==> src/rtl/ctrl_pkg.sv <==
// Shared types and encodings for the multi-cycle RV32I control unit.
// CTRL_ILLEGAL_TRAP_EN adds the TRAP state used for illegal opcodes.
package ctrl_pkg;

`ifdef CTRL_ILLEGAL_TRAP_EN
    typedef enum logic [2:0] {
        ST_IDLE, ST_FETCH, ST_DECODE, ST_EXEC, ST_MEM, ST_WB, ST_TRAP
    } state_t;
`else
    typedef enum logic [2:0] {
        ST_IDLE, ST_FETCH, ST_DECODE, ST_EXEC, ST_MEM, ST_WB
    } state_t;
`endif

    localparam logic [6:0] OP_R     = 7'b0110011;
    localparam logic [6:0] OP_I     = 7'b0010011;
    localparam logic [6:0] OP_L     = 7'b0000011;
    localparam logic [6:0] OP_S     = 7'b0100011;
    localparam logic [6:0] OP_B     = 7'b1100011;
    localparam logic [6:0] OP_LUI   = 7'b0110111;
    localparam logic [6:0] OP_AUIPC = 7'b0010111;
    localparam logic [6:0] OP_JAL   = 7'b1101111;
    localparam logic [6:0] OP_JALR  = 7'b1100111;

    localparam logic [3:0] ALU_ADD   = 4'd0;
    localparam logic [3:0] ALU_SUB   = 4'd1;
    localparam logic [3:0] ALU_SLL   = 4'd2;
    localparam logic [3:0] ALU_SLT   = 4'd3;
    localparam logic [3:0] ALU_SLTU  = 4'd4;
    localparam logic [3:0] ALU_XOR   = 4'd5;
    localparam logic [3:0] ALU_SRL   = 4'd6;
    localparam logic [3:0] ALU_SRA   = 4'd7;
    localparam logic [3:0] ALU_OR    = 4'd8;
    localparam logic [3:0] ALU_AND   = 4'd9;
    localparam logic [3:0] ALU_PASSB = 4'd10;

    localparam logic [1:0] PC_SRC_PLUS4  = 2'd0;
    localparam logic [1:0] PC_SRC_BRANCH = 2'd1;
    localparam logic [1:0] PC_SRC_JUMP   = 2'd2;

    localparam logic [1:0] WB_ALU = 2'd0;
    localparam logic [1:0] WB_MEM = 2'd1;
    localparam logic [1:0] WB_PC4 = 2'd2;

    function automatic logic is_legal_op(input logic [6:0] op);
        case (op)
            OP_R, OP_I, OP_L, OP_S, OP_B,
            OP_LUI, OP_AUIPC, OP_JAL, OP_JALR: return 1'b1;
            default:                           return 1'b0;
        endcase
    endfunction

endpackage

==> src/rtl/ctrl_alu_dec.sv <==
// Combinational ALU-operation decode from opcode/funct3/funct7.
module ctrl_alu_dec
    import ctrl_pkg::*;
(
    input  logic [6:0] opcode,
    input  logic [2:0] funct3,
    input  logic [6:0] funct7,
    output logic [3:0] alu_op
);

    logic [3:0] base_op;
    logic       unused_funct7;

    // Only bit 5 of funct7 selects between operation variants.
    assign unused_funct7 = ^{funct7[6], funct7[4:0]};

    always_comb begin
        case (funct3)
            3'b000:  base_op = ALU_ADD;
            3'b001:  base_op = ALU_SLL;
            3'b010:  base_op = ALU_SLT;
            3'b011:  base_op = ALU_SLTU;
            3'b100:  base_op = ALU_XOR;
            3'b101:  base_op = ALU_SRL;
            3'b110:  base_op = ALU_OR;
            default: base_op = ALU_AND;
        endcase
    end

    always_comb begin
        alu_op = ALU_ADD;
        case (opcode)
            OP_R: begin
                if (funct7[5] && funct3 == 3'b000)
                    alu_op = ALU_SUB;
                else if (funct7[5] && funct3 == 3'b101)
                    alu_op = ALU_SRA;
                else
                    alu_op = base_op;
            end
            OP_I: begin
                // No SUBI: only the shift-right form honours funct7[5].
                if (funct7[5] && funct3 == 3'b101)
                    alu_op = ALU_SRA;
                else
                    alu_op = base_op;
            end
            OP_LUI:  alu_op = ALU_PASSB;
            OP_B:    alu_op = funct3[2] ? (funct3[1] ? ALU_SLTU : ALU_SLT) : ALU_SUB;
            default: alu_op = ALU_ADD;
        endcase
    end

endmodule

==> src/rtl/multi_cycle_ctrl.sv <==
// Multi-cycle RV32I sequencer: FETCH/DECODE/EXEC/MEM/WB with retired-instruction count.
// Define CTRL_ILLEGAL_TRAP_EN to trap on illegal opcodes instead of treating them as NOPs.
module multi_cycle_ctrl
    import ctrl_pkg::*;
#(
    parameter int INSTRET_W = 32
) (
    input  logic                 clk,
    input  logic                 rst_n,
    input  logic [6:0]           opcode,
    input  logic [2:0]           funct3,
    input  logic [6:0]           funct7,
    input  logic                 alu_zero,
    input  logic                 alu_lt,
    input  logic                 mem_ready,
    output logic                 pc_write,
    output logic                 ir_write,
    output logic [1:0]           pc_src,
    output logic                 reg_write,
    output logic                 alu_src_b,
    output logic [3:0]           alu_op,
    output logic [1:0]           wb_sel,
    output logic                 mem_read,
    output logic                 mem_write,
    output logic                 illegal,
    output logic [INSTRET_W-1:0] instret
);

    state_t               state_reg, state_next;
    logic [6:0]           opcode_reg;
    logic [2:0]           funct3_reg;
    logic [6:0]           funct7_reg;
    logic [INSTRET_W-1:0] instret_reg;
    logic [3:0]           dec_alu_op;
    logic                 retire;
    logic                 branch_taken;
    logic                 uses_imm;
    logic                 is_jump;

    ctrl_alu_dec u_alu_dec (
        .opcode (opcode_reg),
        .funct3 (funct3_reg),
        .funct7 (funct7_reg),
        .alu_op (dec_alu_op)
    );

    always_ff @(posedge clk or negedge rst_n) begin
        if (!rst_n) begin
            state_reg   <= ST_IDLE;
            opcode_reg  <= '0;
            funct3_reg  <= '0;
            funct7_reg  <= '0;
            instret_reg <= '0;
        end else begin
            state_reg <= state_next;
            if (state_reg == ST_DECODE) begin
                opcode_reg <= opcode;
                funct3_reg <= funct3;
                funct7_reg <= funct7;
            end
            if (retire)
                instret_reg <= instret_reg + INSTRET_W'(1);
        end
    end

`ifdef CTRL_ILLEGAL_TRAP_EN
    logic illegal_reg;

    always_ff @(posedge clk or negedge rst_n) begin
        if (!rst_n)
            illegal_reg <= 1'b0;
        else if (state_reg == ST_DECODE && !is_legal_op(opcode))
            illegal_reg <= 1'b1;
    end

    assign illegal = illegal_reg;
`else
    assign illegal = 1'b0;
`endif

    assign instret = instret_reg;

    always_comb begin
        case (funct3_reg)
            3'b000:         branch_taken = alu_zero;
            3'b001:         branch_taken = !alu_zero;
            3'b100, 3'b110: branch_taken = alu_lt;
            3'b101, 3'b111: branch_taken = !alu_lt;
            default:        branch_taken = 1'b0;
        endcase
    end

    assign is_jump  = (opcode_reg == OP_JAL) || (opcode_reg == OP_JALR);
    assign uses_imm = (opcode_reg == OP_I) || (opcode_reg == OP_L) || (opcode_reg == OP_S) ||
                      (opcode_reg == OP_LUI) || (opcode_reg == OP_AUIPC) || is_jump;

    always_comb begin
        state_next = state_reg;
        pc_write   = 1'b0;
        ir_write   = 1'b0;
        pc_src     = PC_SRC_PLUS4;
        reg_write  = 1'b0;
        alu_src_b  = 1'b0;
        alu_op     = ALU_ADD;
        wb_sel     = WB_ALU;
        mem_read   = 1'b0;
        mem_write  = 1'b0;
        retire     = 1'b0;
        case (state_reg)
            ST_IDLE: state_next = ST_FETCH;
            ST_FETCH: begin
                pc_write   = 1'b1;
                ir_write   = 1'b1;
                state_next = ST_DECODE;
            end
            ST_DECODE: begin
                // Legality is judged on the live decoder output being latched this cycle.
                if (is_legal_op(opcode)) begin
                    state_next = ST_EXEC;
                end else begin
`ifdef CTRL_ILLEGAL_TRAP_EN
                    state_next = ST_TRAP;
`else
                    state_next = ST_FETCH;
                    retire     = 1'b1;
`endif
                end
            end
            ST_EXEC: begin
                alu_op    = dec_alu_op;
                alu_src_b = uses_imm;
                case (opcode_reg)
                    OP_L, OP_S: state_next = ST_MEM;
                    OP_B: begin
                        pc_write   = branch_taken;
                        pc_src     = branch_taken ? PC_SRC_BRANCH : PC_SRC_PLUS4;
                        state_next = ST_FETCH;
                        retire     = 1'b1;
                    end
                    default: state_next = ST_WB;
                endcase
            end
            ST_MEM: begin
                mem_read  = (opcode_reg == OP_L);
                mem_write = (opcode_reg != OP_L);
                if (mem_ready) begin
                    if (opcode_reg == OP_L) begin
                        state_next = ST_WB;
                    end else begin
                        state_next = ST_FETCH;
                        retire     = 1'b1;
                    end
                end
            end
            ST_WB: begin
                reg_write  = 1'b1;
                wb_sel     = (opcode_reg == OP_L) ? WB_MEM : (is_jump ? WB_PC4 : WB_ALU);
                pc_write   = is_jump;
                pc_src     = is_jump ? PC_SRC_JUMP : PC_SRC_PLUS4;
                state_next = ST_FETCH;
                retire     = 1'b1;
            end
`ifdef CTRL_ILLEGAL_TRAP_EN
            ST_TRAP: state_next = ST_TRAP;
`endif
            default: state_next = ST_IDLE;
        endcase
    end

endmodule
==> config.mk <==
export PLATFORM = sky130hd
export DESIGN_NAME = multi_cycle_ctrl
export DESIGN_NICKNAME = d
export VERILOG_FILES = /design/src/rtl/ctrl_pkg.sv /design/src/rtl/ctrl_alu_dec.sv /design/src/rtl/multi_cycle_ctrl.sv
export SDC_FILE = /design/constraint.sdc
export NUM_CORES = 1
export LEC_CHECK = 0
export CAP_MARGIN = 20
export CORE_MARGIN = 2
export CORE_UTILIZATION = 45
export CTS_BUF_LIST = sky130_fd_sc_hd__clkbuf_4
export CTS_CLUSTER_SIZE = 28
export DETAILED_ROUTE_END_ITERATION = 10
export GPL_ROUTABILITY_DRIVEN = 0
export PLACE_DENSITY_LB_ADDON = 0.15
export SLEW_MARGIN = 10
export SYNTH_ARGS = -nofsm -noshare
export SYNTH_HDL_FRONTEND = slang
export SYNTH_SLANG_ARGS = --single-unit
==> constraint.sdc <==
create_clock -name clk -period 5.3 [get_ports clk]
set_clock_uncertainty 0.15 [all_clocks]
set_input_delay 1.59 -clock clk [delete_from_list [all_inputs] [get_ports clk]]
set_output_delay 1.59 -clock clk [all_outputs]
set_load 0.1 [all_outputs]
=== Word-level counts from Yosys, hierarchy flattened ===
Index checks and enable logic that the tools add are counted.

* Register bits: 51
* Output and inout bits: 47
* Bits of input ports: 22
* Logic and storage cells: 88

* Equality and inequality tests: 32
* Add/sub/neg operators: 1
* Multiplexer cells: 33
* Reduce and logical (&&, ||, !) cells: 17

{| class="wikitable"
|+ Operators with widths
! kind !! number
|-
| equality test 7 x 6 -> 1 bit, second input constant || 6
|-
| equality test 7 bit, second input constant || 6
|-
| adder 32 x 1 -> 32 bit, second input constant || 1
|-
| equality test 7 x 5 -> 1 bit, second input constant || 4
|-
| case mux 4 bit (7 select lines) || 1
|-
| equality test 3 bit, second input constant || 6
|-
| 2-to-1 mux 4 bit || 4
|-
| case mux 4 bit (4 select lines) || 1
|-
| case mux 3 bit (5 select lines) || 1
|-
| equality test 7 x 2 -> 1 bit, second input constant || 2
|-
| 2-to-1 mux 1 bit || 14
|-
| equality test 3 x 2 -> 1 bit, second input constant || 4
|-
| 2-to-1 mux 3 bit || 3
|-
| OR reduction 9 bit || 1
|-
| 2-to-1 mux 2 bit || 4
|-
| case mux 1 bit (4 select lines) || 2
|-
| OR reduction 2 bit || 4
|-
| inequality test 7 x 2 -> 1 bit, second input constant || 1
|-
| equality test 3 x 1 -> 1 bit, second input constant || 2
|-
| zero test 3 bit || 2
|-
| logical OR 1 bit || 6
|-
| case mux 3 bit (2 select lines) || 1
|-
| case mux 2 bit (2 select lines) || 1
|-
| case mux 1 bit (3 select lines) || 1
|-
| other kinds (3) || 5
|}

=== Depth between registers and ports, before layout ===
* Word-level depth: 7
* Gate-level depth with buffers: 8
* Depth with buffers taken out: 6

=== By module ===
From an unflattened synthesis, not the netlist that was laid out.

* Cell total of the unflattened synthesis: 260
* Area total of the unflattened synthesis: 2929.1 um^2

{| class="wikitable"
|+ Modules (own cells, without submodules)
! module !! cells an instance !! seq. area each (um^2) !! area an instance (um^2) !! instances
|-
| multi_cycle_ctrl || 234 || 1301.2 || 2718.9 || 1
|-
| ctrl_alu_dec || 26 || 0.0 || 210.2 || 1
|}

=== Worst setup path before layout ===
OpenSTA, ideal clock, no wires.

* Path kind: input -> output
* Start point: input port alu_zero
* End point: output port pc_write
* Buffers on the path: 0
* Cell stages on the path: 4
* Setup slack: -1387 ps
* Arrival time: 4947 ps
* Data required time: 3560 ps
* Cell sequence: xor2_1 > a22oi_1 > nor3b_1 > or3_1

* Cells in the longest elaborated chain, start to end: 4

{| class="wikitable"
|+ Ends and longest elaborated chain
! element !! line !! text
|-
| start, declared || multi_cycle_ctrl.sv:13 || <nowiki>input logic alu_zero,</nowiki>
|-
| zero test 1 bit || multi_cycle_ctrl.sv:86 || <nowiki>3'b001: branch_taken = !alu_zero;</nowiki>
|-
| case mux 1 bit (4 select lines) * || multi_cycle_ctrl.sv:84 || <nowiki>case (funct3_reg)</nowiki>
|-
| 2-to-1 mux 1 bit * || multi_cycle_ctrl.sv:132 || <nowiki>case (opcode_reg)</nowiki>
|-
| case mux 1 bit (3 select lines) * || multi_cycle_ctrl.sv:109 || <nowiki>case (state_reg)</nowiki>
|-
| end, declared || multi_cycle_ctrl.sv:16 || <nowiki>output logic pc_write,</nowiki>
|}

Mark *: on every way between the ends. The rest lies on a longest branch, timed or not.

=== Worst setup path after layout ===
Same ends and word-level chain as after synthesis.

==> impl_metrics.yaml <==
grt:
  antenna_found_initial: 0
  use_met1_pct: 27.3
  grt_pass1_wl_um: 9950
  grt_pass1_vias: 2050
  grt_use_met2_pct: 29.8
  grtUsageMet3_pct: 3.63
  busiest_layer: "met2"
  grt_max_degree: 47
  grt_use_total_pct: 19.1
  grt_remaining_overflow: 0
route:
  drtPass1Iterations: 4
  postRouteAntennaNets: 0
  wl_um: 5990
  via_count: 2180
  wl_per_cell_um: 14.9
  drc_errors: 0
  drt_iter0_drc: 118
  viasPerCell: 5.42
cts:
  cts_sinks: 46
  clk_pin_slew_ps: 150
  hold_buffers: 0
  clk_path_buf_depth: 2
  cts_tree: "built"
  clk_latency_ps: 370
  postCtsSetupRepairBufs: 0
  htreeDepth: 2
  numCtsBuffers: 5
  cts_resized: 0
  root_buffer: "clkbuf_4"
setup_path:
  reg2reg_setup_slack_ps: 2380
  startpoint_type: "input pin"
  cp_max_fo: 2
  cp_num_buf_inv: 2
  worstSetupEndpointType: "output port"
  crit_arrival_ps: 3130
  critical_path.max_stage_delay_ps: 410
  cp.required_ps: 3560
  critPathKind: "input pin to output port"
  cpMaxStageDelayCell: "clkdlybuf4s50_1"
  critPathTopFamily: "buffers and inverters"
  crit_chain: "clkdlybuf4s50_1 > xor2_1 > a22oi_1 > nor3b_4 > or3_1 > buf_12"
run_status:
  status: "finished clean"
final_layout:
  layout_commonest_cell: "clkdlybuf4s50_1"
  largest_reg_flops: 32
  area_delta_synth_final_pct: 26.5
  drive_gt1_share_pct: 15.0
  final_cell_mix: "clkdlybuf4s50_1, dfrtp_1, xor2_1, a21oi_1, nand2_1"
  diodes: 0
  fin_nets: 350
sta:
  hold_ws_ps: 324
  setup_viol: 0
  timing.fmax_mhz: 206
  finalHoldViolations: 0
  timing.slew.headroom_pct: 31.7
  worstMarginPinSlew_ps: 1020
  slew_viol_final: 0
  finalSetupTns_ps: 0
  rsz0062_at_grt: "no"
  post-route-min-period_ps: 4870
  min_period_over_period_pct: 91.8
hold_path:
  hold_path_class: "register to register"
yosys:
  synth-edff-count: 0
  yosysWarnings: 0
  synthMuxAreaShare_pct: 4.97
  seq_area_frac_synth_pct: 42.3
  synthesis.area_um2: 2720
  netlist_instances: 271
  synth_fp_nets: 295
  synth-adder-area-share_pct: 0.920
  synth_area_leaders: "dfrtp_1, xor2_1, mux2_2"
  synth-seq-cells: 46
  synth_xor_area_share_pct: 10.6
  synth_top_area_share_pct: 42.3
  synth_top_area_cell: "dfrtp_1"
  synth_area_per_cell_um2: 10.0
  async_flop_share_pct: 100
  ys.flop_type: "dfrtp_1"
  synth-compound-area-share_pct: 13.6
  synth_cell_types: 48
  synth_top_family_by_area: "simple AND/OR/NAND/NOR gates"
  synth-simple-area-share_pct: 23.6
flow_run:
  max_cap_violations: 0
placed_design:
  dp_hpwl_um: 4230
  io_buffers: 61
pwr:
  vdd_ir_drop_max_uv: 567
  power_density_nw_per_um2: 415
  p_leak_uw: 0.00154
floorplan:
  die_y_um: 81.7
  die_x_um: 81.7
  core_um2: 5890
  initial_utilization_pct: 46.2
  dieArea_um2: 6680
  rows: 28
  num_io_pins: 69
-- per-layer routing --
layer	vias up	wire [um]	share of wire, %
met4	0	59	0.98
li1	1083	-	-
met5	-	0	0
met1	1047	2910	49
met2	44	2770	46
met3	6	245	4.1
-- worst paths after layout --
check | from | to | cells after the start
min in group asynchronous | rst_n | instret[28] | 2
worst max register to register | state_reg[1] | instret[24] | 6
worst max-delay path | alu_zero | pc_write | 6
max in group asynchronous | rst_n | state_reg[2] | 2
worst min-delay path | instret[31] | instret[31] | 1
worst min register to register | instret[31] | instret[31] | 1
-- worst reg2reg max path, cell delays in order (launching register included) --
cell and delay [ps]:
dfrtp_1 450, inv_1 110, nor3_2 820, o22ai_2 510, buf_4 360, a211oi_1 270, xor2_1 180
-- synth_stat cells (3+ instances only) --
library cell / n
nand2_1: 21
a2111oi_2: 4
nor2_1: 14
a211oi_1: 7
nand3_1: 16
nor2b_1: 3
nand4_1: 13
and3_1: 6
dfrtp_1: 46
a22oi_1: 3
o21ai_0: 3
xor2_1: 32
clkbuf_1: 7
nor3_1: 3
and2_1: 5
mux2_2: 12
inv_1: 6
buf_2: 4
a21oi_1: 24
nor3b_1: 5
-- cells by family after synthesis --
family / count (synthesis)
mux: 12
compound gates: 51
simple gates: 105
buf+inv: 21
flops: 46
xor+xnor: 33
fa+ha+maj: 2
other cells: 1
-- per-stage QoR --
step | power, uW | area [um^2] | cells | util (%) | setup slack, ps
global placement | 1260 | 3380 | 394 | 57.5 | 460
finish | 1430 | 3440 | 402 | 58.4 | 434
floorplan | 1090 | 2740 | 271 | - | 49.4
global route | 1520 | 3440 | 402 | 58.4 | 339
CTS | 1440 | 3440 | 402 | 58.4 | 414
detailed placement | 1270 | 3380 | 394 | 57.5 | 413
-- power breakdown --
part / switching, uW / total (uW) / internal (uW) / leakage [uW]
Sequential: 125 / 548 / 423 / 0.000601
Combinational: 482 / 714 / 232 / 0.000904
Clock: 116 / 165 / 49.8 / 0.0000303
Total: 723 / 1430 / 705 / 0.00154
-- final cells by class --
type                            instances  area (um^2)
Fill cell                             527         2450
Multi-Input combinational cell        204         1490
Sequential cell                        46         1150
Timing Repair Buffer                   63          626
Tap cell                               75         93.8
Clock buffer                            5         37.5
Inverter                                6         22.5
Clock inverter                          3         16.3
No activity file was read; power rests on OpenSTA's default activity.
